### src/rtl/regfile_pkg.sv
// rtl/regfile_pkg.sv - shared sizes and types for the 4x16 register file
package regfile_pkg;
   localparam int DATA_W   = 16;
   localparam int ADDR_W   = 2;
   localparam int NUM_REGS = 2**ADDR_W;

   typedef logic [DATA_W-1:0] reg_data_t;
   typedef logic [ADDR_W-1:0] reg_addr_t;
endpackage

### src/rtl/regfile_read_port.sv
// rtl/regfile_read_port.sv - combinational NUM_REGS:1 read mux
// Optional write-through forwarding when REGFILE_BYPASS_EN is defined.
module regfile_read_port
   import regfile_pkg::*;
(
   input  reg_data_t regs_i [NUM_REGS],
   input  reg_addr_t rd_addr,
   input  logic      rst_n,
   input  logic      wr_en,
   input  reg_addr_t wr_addr,
   input  reg_data_t wr_data,
   output reg_data_t rd_data
);

`ifdef REGFILE_BYPASS_EN
   // Forward the writeback value so the ALU sees it in the same cycle it is produced.
   always_comb begin
      rd_data = regs_i[rd_addr];
      if (rst_n && wr_en && (wr_addr == rd_addr)) begin
         rd_data = wr_data;
      end
   end
`else
   logic unused_bypass;
   assign unused_bypass = ^{rst_n, wr_en, wr_addr, wr_data};
   assign rd_data       = regs_i[rd_addr];
`endif

endmodule

### src/rtl/register_file_2bit.sv
// rtl/register_file_2bit.sv - 4x16 register file, two combinational reads, one write
// Build option: REGFILE_BYPASS_EN enables write-through forwarding on both read ports.
module register_file_2bit
   import regfile_pkg::*;
(
   input  logic      clk,
   input  logic      rst_n,
   input  logic      Write,
   input  reg_addr_t AddrA,
   input  reg_addr_t AddrB,
   input  reg_addr_t DestAddr,
   input  reg_data_t DestData,
   output reg_data_t DataA,
   output reg_data_t DataB
);

   reg_data_t regs_q [NUM_REGS];
   reg_data_t regs_d [NUM_REGS];

   always_comb begin
      for (int i = 0; i < NUM_REGS; i++) begin
         regs_d[i] = regs_q[i];
         if (Write && (DestAddr == reg_addr_t'(i))) begin
            regs_d[i] = DestData;
         end
      end
   end

   always_ff @(posedge clk or negedge rst_n) begin
      if (!rst_n) begin
         for (int i = 0; i < NUM_REGS; i++) begin
            regs_q[i] <= '0;
         end
      end else begin
         for (int i = 0; i < NUM_REGS; i++) begin
            regs_q[i] <= regs_d[i];
         end
      end
   end

   regfile_read_port u_port_a (
      .regs_i  (regs_q),
      .rd_addr (AddrA),
      .rst_n   (rst_n),
      .wr_en   (Write),
      .wr_addr (DestAddr),
      .wr_data (DestData),
      .rd_data (DataA)
   );

   regfile_read_port u_port_b (
      .regs_i  (regs_q),
      .rd_addr (AddrB),
      .rst_n   (rst_n),
      .wr_en   (Write),
      .wr_addr (DestAddr),
      .wr_data (DestData),
      .rd_data (DataB)
   );

endmodule

### config.mk
export PLATFORM = sky130hd
export DESIGN_NAME = register_file_2bit
export DESIGN_NICKNAME = d
export VERILOG_FILES = /design/src/rtl/regfile_pkg.sv /design/src/rtl/regfile_read_port.sv /design/src/rtl/register_file_2bit.sv
export SDC_FILE = /design/constraint.sdc
export NUM_CORES = 1
export LEC_CHECK = 0
export CAP_MARGIN = 10
export CORE_AREA = 4 4 86 88
export CTS_CLUSTER_SIZE = 25
export DETAILED_ROUTE_END_ITERATION = 7
export DIE_AREA = 0 0 90 92
export PLACE_DENSITY_LB_ADDON = 0.05
export REMOVE_ABC_BUFFERS = 1
export SYNTH_ARGS = -nofsm -noshare
export SYNTH_HDL_FRONTEND = slang
export SYNTH_SLANG_ARGS = --single-unit
### constraint.sdc
create_clock -name clk -period 2.35 [get_ports clk]
set_input_delay 0.3525 -clock clk [delete_from_list [all_inputs] [get_ports clk]]
set_output_delay 0.3525 -clock clk [all_outputs]
set_load 0.01 [all_outputs]
==> out/results.tsv, run 1 <==
metric	value	unit
ys_seq_area_share	50.5	%
rrSetupSlack	1.55	ns
p_per_area	794	nW/um^2
fin_skew	0	ns
ant_nets	0	
diodes	0	
via_count	1881	
timing.hold.worst.class	input pin to async pin	
total_switching_power	866	uW
yosys.cell_types.count	11	
initial_utilization	47.8	%
drt-wirelength-per-cell	23.2	um
die_area	8280	um^2
most_used_cells_in_the_layout_excluding_fill_and_tap_cells	sky130_fd_sc_hd__mux2_2, sky130_fd_sc_hd__dfrtp_1, sky130_fd_sc_hd__clkdlybuf4s50_1, sky130_fd_sc_hd__mux4_2, sky130_fd_sc_hd__clkbuf_8	
power.share.clock	25.4	%
final_period_minus_worst_setup_slack	2.23	ns
maxCapViolCount	0	
area_growth	28.9	%
synth_warn	0	
report.final.slew_viol_count	0	
postSynthAreaPerCell	18.0	um^2
pwr-share-seq	45.2	%
drt_pass1_iterations	6	
grt_setup_unrepaired	no	
fmax	448	MHz
boundaryPins	57	
grt_max_degree	41	
placedInstanceArea	3860	um^2
pre_cts_ws	-0.121	ns
finish.instance_area	4090	um^2
max_slew_margin	59.7	%
drive_above_1_share	51.6	%
cp-end-kind	output pin	
cts_hold_repair.buffers	0	
worst-setup-path-type	input pin to output pin	
post-route-drc-count	0	
p_leak	1.65	nW
number_of_drc_violations_after_detailed_routing_iteration_0	81	
sw_frac_of_total	26.7	%
cts.path.max_buffers	2	
grt_pass1_wl	12.0	mm
detail_route.vias_per_cell	5.81	
post_synthesis_instance_area	3170	um^2
die_height	92	um
largest_reg_flops	64	
timing.final.setup_violations	0	
filler_cell_count	493	
final_net_count	265	
crit_required	2.00	ns
place_hpwl	4.83	mm
synth_seq_cells	64	
hold_slack	0.0249	ns
critical_path.startpoint_type	input pin	
numPortBuffers	56	
final_min_period_over_clock_period	95.0	%
result_of_the_run	finished, final reports clean	
largest_registers	regs_q x64	
die_width	90	um
tightest_slew	0.601	ns
max_flop_register	regs_q	
routed_wl	7.50	mm
clock_latency_late_sink	0.32	ns
internal_power	2.38	mW
setup_slack	0.118	ns
tritoncts	yes	
worstPathMaxFanout	16	
part_of_the_total_power_dissipated_in_combinational_logic	29.4	%
first_global_vias	2241	
globalRouteTotalUtil	19.3	%
placeableCoreArea	6640	um^2
final_core_util	61.6	%
htreeDepth	3	
vdd_drop_max	0.335	mV
critical_path_arrival	1.88	ns
path_clk_slew	0.07	ns
cts_root_buf	sky130_fd_sc_hd__clkbuf_8	
gp_congestion	0.722	
gate_count_of_the_mapped_netlist	176	
clock_sinks	64	
num_rows	30	
p_total	3.25	mW
total_congestion_overflow_after_global_routing	0	
timing_hold_violations_final	0	
grt_antenna_before_repair	0	
cts_made_buffers	9	
==> repair_timing <==
item,4_1_cts,5_1_grt
cloned,2,0
resized for setup,4,2
setup buffers,0,0
pin swaps,0,0
setup endpoints to repair,32,14
==> final timing paths <==
| path | startpoint | endpoint | cells after the start |
|---|---|---|---|
| setup / recovery | AddrA[1] | DataA[9] | 4 |
| hold / removal | rst_n | regs_q[55] | 1 |
| setup reg to reg | regs_q[2] | regs_q[2] | 1 |
| hold reg to reg | regs_q[29] | regs_q[29] | 1 |
| max in group asynchronous | rst_n | regs_q[41] | 2 |
| min in group clk | regs_q[29] | regs_q[29] | 1 |
==> final cells by class <==
type,count,area [um^2],share of cell area [%]
clock inverter,3,17.5,0.428
sequential,64,1600,39.1
tap,80,100,2.45
clock buffer,12,155,3.79
timing repair buffer,65,726,17.7
multi-input combinational,100,1490,36.5
==> through the flow <==
step	TNS, ns	std cells
2_1_floorplan	0	164
3_3_place_gp	-2.58	307
3_5_place_dp	-3.02	307
4_1_cts	0	324
5_1_grt	0	324
6_report	0	324
==> per-layer routing <==
layer	part of all wire (%)	track usage, %
met5	0	0
met4	1.3	6.12
met3	4.0	3.86
met2	51	33.4
met1	43	24.6
==> synthesized netlist by cell type <==
cell type / count / area share [%]
sky130_fd_sc_hd__buf_2: 5 / 0.79
sky130_fd_sc_hd__buf_4: 3 / 0.71
sky130_fd_sc_hd__buf_6: 1 / 0.35
sky130_fd_sc_hd__clkbuf_1: 2 / 0.24
sky130_fd_sc_hd__clkbuf_8: 1 / 0.43
sky130_fd_sc_hd__dfrtp_1: 64 / 50
sky130_fd_sc_hd__mux2_2: 64 / 23
sky130_fd_sc_hd__mux4_2: 32 / 23
sky130_fd_sc_hd__nand3_2: 1 / 0.32
sky130_fd_sc_hd__nand3b_2: 2 / 0.71
sky130_fd_sc_hd__nor3b_4: 1 / 0.59
==> critical path: stages <==
cell	delay, ns
sky130_fd_sc_hd__clkdlybuf4s50_1	0.51
sky130_fd_sc_hd__buf_12	0.18
sky130_fd_sc_hd__mux4_2	0.32
sky130_fd_sc_hd__clkdlybuf4s50_1	0.50
==> power by group through the flow <==
| stage | Sequential, mW | Clock [mW] | Combinational, mW |
|---|---|---|---|
| finish | 1.47 | 0.826 | 0.957 |
| CTS | 1.46 | 0.848 | 0.973 |
| global placement | 1.45 | 0 | 0.923 |
| global route | 1.49 | 0.896 | 1.02 |
| detailed placement | 1.49 | 0 | 0.953 |
| floorplan | 1.42 | 0 | 0.510 |
==> cells by family (layout without fill, tap and decap cells) <==
family	after synthesis	after routing	share of synthesized area, %
multiplexers	96	96	45.4
flip-flops	64	64	50.5
buffers and inverters	12	80	2.52
AND/OR/NAND/NOR	4	4	1.62
Note: power is estimated with default switching activity, not from simulation.
==> run 2: changes to the inputs <==
Settings changed: PLACE_DENSITY_LB_ADDON 0.05 to 0.1.
==> out/results.tsv, run 2 (synthesis results as in run 1) <==
metric	value	unit	change
p_total	3.37	mW	+3.6%
largest_reg_flops	64		unchanged
finish.instance_area	4110	um^2	+0.46%
critical_path.startpoint_type	input pin		
clock_sinks	64		unchanged
boundaryPins	57		unchanged
fin_skew	0	ns	unchanged
max_flop_register	regs_q		
htreeDepth	3		unchanged
crit_required	2.00	ns	about the same
numPortBuffers	56		unchanged
timing.final.setup_violations	0		unchanged
p_leak	1.66	nW	+0.60%
die_width	90	um	unchanged
drt_pass1_iterations	4		-2
num_rows	30		unchanged
tightest_slew	0.672	ns	+0.0711 ns
vdd_drop_max	0.473	mV	+41%
power.share.clock	28.0	%	+2.6 points
cts_made_buffers	9		unchanged
worst-setup-path-type	input pin to output pin		
drive_above_1_share	51.2	%	-0.41 points
place_inst	306		-0.33%
die_height	92	um	unchanged
cp-end-kind	output pin		
part_of_the_total_power_dissipated_in_combinational_logic	28.3	%	-1.1 points
grt_pass1_wl	12.3	mm	+2.5%
first_global_vias	2245		+0.18%
final_net_count	264		-0.38%
area_growth	29.5	%	
internal_power	2.50	mW	+4.8%
timing_hold_violations_final	0		unchanged
fmax	448	MHz	-0.12%
filler_cell_count	488		-1.0%
cts_hold_repair.buffers	0		unchanged
worstPathMaxFanout	16		unchanged
hold_slack	0.0532	ns	+0.0283 ns
clock_latency_late_sink	0.33	ns	about the same
maxCapViolCount	0		unchanged
globalRouteTotalUtil	19.6	%	+0.24 points
multi_input_area	1490	um^2	unchanged
final_min_period_over_clock_period	95.1	%	+0.11 points
diodes	0		unchanged
die_area	8280	um^2	unchanged
critical_path_arrival	1.88	ns	about the same
number_of_drc_violations_after_detailed_routing_iteration_0	97		+20%
sw_frac_of_total	25.8	%	-0.83 points
total_switching_power	869	uW	+0.37%
post-route-drc-count	0		unchanged
grt_max_degree	36		-12%
sequential_cell_area	1600	um^2	unchanged
tns	0	ns	unchanged
placedInstanceArea	3860	um^2	-0.19%
detail_route.vias_per_cell	5.98		+3.0%
cts_root_buf	sky130_fd_sc_hd__clkbuf_8		
drt-wirelength-per-cell	23.1	um	-0.29%
tritoncts	yes		
final_period_minus_worst_setup_slack	2.23	ns	+0.00258 ns
path_clk_slew	0.06	ns	about the same
initial_utilization	47.8	%	unchanged
gp_congestion	0.743		+2.9%
grt_antenna_before_repair	0		unchanged
layout.cells.non_filler	324		unchanged
pwr-share-seq	43.7	%	-1.5 points
timing.hold.worst.class	input pin to async pin		
via_count	1938		+3.0%
ant_nets	0		unchanged
p_per_area	819	nW/um^2	+3.1%
routed_wl	7.48	mm	-0.29%
largest_registers	regs_q x64		
place_hpwl	4.82	mm	-0.31%
result_of_the_run	finished, final reports clean		
placeableCoreArea	6640	um^2	unchanged
total_congestion_overflow_after_global_routing	0		unchanged
report.final.slew_viol_count	0		unchanged
grt_setup_unrepaired	no		
most_used_cells_in_the_layout_excluding_fill_and_tap_cells	sky130_fd_sc_hd__mux2_2, sky130_fd_sc_hd__dfrtp_1, sky130_fd_sc_hd__clkdlybuf4s50_1, sky130_fd_sc_hd__mux4_2, sky130_fd_sc_hd__clkbuf_8		
cts.path.max_buffers	2		unchanged
max_slew_margin	55.2	%	-4.5 points
==> run 2: layout make-up <==
type / instances / area share (%)
sequential: 64 / 39.0
clock inverter: 3 / 0.974
clock buffer: 13 / 3.86
multi-input combinational: 100 / 36.3
timing repair buffer: 64 / 17.5
tap: 80 / 2.43
==> run 2: final timing paths <==
path | slack, ns | from | cells after the start | to
hold / removal | 0.05 | rst_n | 1 | regs_q[8]
setup / recovery | 0.12 | AddrB[1] | 4 | DataB[14]
max in group asynchronous | 1.68 | rst_n | 2 | regs_q[15]
setup reg to reg | 1.54 | regs_q[7] | 1 | regs_q[7]
min in group clk | 0.52 | regs_q[6] | 1 | regs_q[6]
hold reg to reg | 0.52 | regs_q[6] | 1 | regs_q[6]
==> run 2: per-stage QoR <==
step                      utilization, %  worst slack, ns
after floorplan                        -            0.967
after global placement              58.1           -0.114
after detailed placement            58.1           -0.134
after CTS                           62.0          0.00461
after global routing                61.9           0.0761
final                               61.9            0.116
==> run 2: power groups by stage <==
stage	logic (mW)	clock network, mW	registers [mW]
finish	0.954	0.942	1.47
global route	1.02	1.01	1.50
CTS	0.970	0.966	1.47
detailed placement	0.950	0	1.49
global placement	0.922	0	1.45
floorplan	0.510	0	1.42
==> run 2: repair_timing <==
action | in CTS | in global routing
gates cloned | 2 | 0
resized for setup | 4 | 2
setup buffers | 0 | 0
endpoints found under the setup margin | 32 | 12
==> run 2: critical path: stages <==
cell                              delay [ns]
sky130_fd_sc_hd__clkdlybuf4s50_1        0.51
sky130_fd_sc_hd__buf_12                 0.18
sky130_fd_sc_hd__mux4_2                 0.32
sky130_fd_sc_hd__clkdlybuf4s50_1        0.50
==> run 2: routing by layer <==
layer / GRT usage (%) / vias up / routed length (um)
met4: 7.53 / 0 / 87
met1: 23.6 / 1055 / 3080
li1: - / 821 / -
met3: 3.77 / 8 / 307
met2: 34.8 / 54 / 4010
met5: 0 / - / 0
==> run 3: changes to the inputs <==
Settings changed: CORE_AREA 4 4 86 88 to 2 2 84 86, DIE_AREA 0 0 90 92 to 0 0 86 88.
==> out/results.tsv, run 3 (synthesis results as in run 1) <==
metric	value	unit	change
placeableCoreArea	6640	um^2	unchanged
largest_registers	regs_q x64		
globalRouteTotalUtil	20.9	%	+1.3 points
met3_routing_resource_usage_after_global_routing	4.90	%	+1.1 points
final_period_minus_worst_setup_slack	2.29	ns	+0.0562 ns
rrSetupSlack	1.56	ns	+0.02 ns
final_core_util	61.6	%	-0.30 points
diodes	0		unchanged
vdd_drop_max	0.353	mV	-25%
die_width	86	um	-4.4%
tightest_slew	0.579	ns	-0.0928 ns
critPathMaxStageDelay	0.50	ns	about the same
timing_hold_violations_final	0		unchanged
filler_cell_count	486		-0.41%
critPathSlowestCell	sky130_fd_sc_hd__mux4_2		
detail_route.vias_per_cell	5.88		-1.7%
fmax	437	MHz	-2.5%
post-route-drc-count	0		unchanged
cp-end-kind	output pin		
setup_slack	0.0595	ns	-0.0562 ns
clock_latency_late_sink	0.33	ns	about the same
die_height	88	um	-4.3%
groute.layer.met1.usage	25.8	%	+2.3 points
grt_util_met2	36.2	%	+1.4 points
hold_slack	0.0123	ns	-0.0409 ns
crit_required	2.00	ns	about the same
total_congestion_overflow_after_global_routing	0		unchanged
cts.path.max_buffers	2		unchanged
tns	0	ns	unchanged
total_switching_power	877	uW	+0.90%
initial_utilization	47.8	%	unchanged
clock_sinks	64		unchanged
num_rows	30		unchanged
max_flop_register	regs_q		
r2r_cells	1		unchanged
die_area	7570	um^2	-8.6%
drt_pass1_iterations	4		unchanged
path_clk_slew	0.07	ns	about the same
report.final.slew_viol_count	0		unchanged
tritoncts	yes		
cts_root_buf	sky130_fd_sc_hd__clkbuf_8		
place_hpwl	4.66	mm	-3.4%
grt_pass1_wl	11.3	mm	-7.9%
cts_made_buffers	9		unchanged
pwr-share-seq	45.3	%	+1.6 points
timing.hold.worst.class	input pin to async pin		
numPortBuffers	56		unchanged
htreeDepth	3		unchanged
grt-busiest-layer	met2		
grt_max_degree	41		+14%
largest_reg_flops	64		unchanged
p_per_area	791	nW/um^2	-3.4%
number_of_drc_violations_after_detailed_routing_iteration_0	67		-31%
critical_path_arrival	1.94	ns	+0.06 ns
grt_antenna_before_repair	0		unchanged
pre_cts_ws	-0.112	ns	+0.0223 ns
crit_path_buf_inv_count	3		unchanged
via_count	1906		-1.7%
drt-wirelength-per-cell	22.2	um	-3.9%
critical_path.startpoint_type	input pin		
worst_r2r_endpoint	regs_q[39]		
routed_wl	7.19	mm	-3.9%
worst_path_dominant_cell_family	buffers and inverters		
timing.rr.start	regs_q[39]		
p_leak	1.64	nW	-1.3%
timing.final.setup_violations	0		unchanged
worstPathMaxFanout	8		-8
worst-setup-path-type	input pin to output pin		
first_global_vias	2125		-5.3%
grt_setup_unrepaired	no		
fin_skew	0	ns	unchanged
gp_congestion	0.761		+2.4%
final_net_count	264		unchanged
final_min_period_over_clock_period	97.5	%	+2.4 points
boundaryPins	57		unchanged
most_used_cells_in_the_layout_excluding_fill_and_tap_cells	sky130_fd_sc_hd__mux2_2, sky130_fd_sc_hd__dfrtp_1, sky130_fd_sc_hd__clkdlybuf4s50_1, sky130_fd_sc_hd__mux4_2, sky130_fd_sc_hd__clkbuf_8		
drive_above_1_share	51.2	%	unchanged
part_of_the_total_power_dissipated_in_combinational_logic	29.4	%	+1.1 points
ant_nets	0		unchanged
timing.critical_path.cells	clkdlybuf4s15_1 > bufbuf_16 > mux4_2 > clkdlybuf4s50_1		
maxCapViolCount	0		unchanged
max_slew_margin	61.4	%	+6.2 points
result_of_the_run	finished, final reports clean		
internal_power	2.36	mW	-5.5%
area_growth	28.9	%	
sw_frac_of_total	27.1	%	+1.3 points
power.share.clock	25.3	%	-2.7 points
==> run 3: cell count changes in the layout (fill, tap and decap cells not counted) <==
cell and delta:
sky130_fd_sc_hd__clkbuf_8 -1, sky130_fd_sc_hd__clkbuf_2 -1, sky130_fd_sc_hd__clkinvlp_4 +3, sky130_fd_sc_hd__clkdlybuf4s15_1 +1, sky130_fd_sc_hd__clkbuf_1 -1, sky130_fd_sc_hd__bufinv_16 -1
==> run 3: power groups by stage <==
stage                     registers, mW  logic (mW)  clock network [mW]
after CTS                          1.46       0.970               0.846
after global placement             1.44       0.920                   0
after detailed placement           1.48       0.951                   0
after floorplan                    1.42       0.510                   0
after global routing               1.49        1.01               0.905
final                              1.47       0.953               0.817
==> run 3: cell type report <==
type	instances	area, um^2	area share [%]
multi-input cells	100	1490	36.5
clock inverters	5	32.5	0.795
flip-flops and latches	64	1600	39.1
repair buffers	64	723	17.7
well taps	80	100	2.45
clock buffers	11	141	3.46
==> run 3: per-stage QoR <==
step           cells  instance area (um^2)  total power, mW
2_1_floorplan    164                  3090             1.93
3_3_place_gp     306                  3860             2.36
3_5_place_dp     306                  3860             2.43
4_1_cts          324                  4100             3.28
5_1_grt          324                  4090             3.41
6_report         324                  4090             3.24
==> run 3: how the worst max path moves through the flow <==
| stage | depth (start not counted) | end | from |
|---|---|---|---|
| finish | 4 | DataB[0] | AddrB[0] |
| floorplan | 2 | regs_q[48] | DestAddr[1] |
| global placement | 4 | DataB[4] | AddrB[0] |
| CTS | 4 | DataA[11] | AddrA[0] |
| global route | 4 | DataB[11] | AddrB[0] |
| detailed placement | 4 | DataB[3] | AddrB[0] |
==> run 3: timing repair <==
item / 4_1_cts / 5_1_grt
pin swaps: 0 / 0
hold buffers: 0 / 0
cloned: 2 / 0
resized for setup: 4 / 1
buffers inserted: 0 / 0
endpoints found under the setup margin: 32 / 3
==> run 3: layer usage <==
metal	vias up	wire length (um)
met1	1013	2940
met3	8	310
met5	-	0
met2	54	3850
li1	831	-
met4	0	86
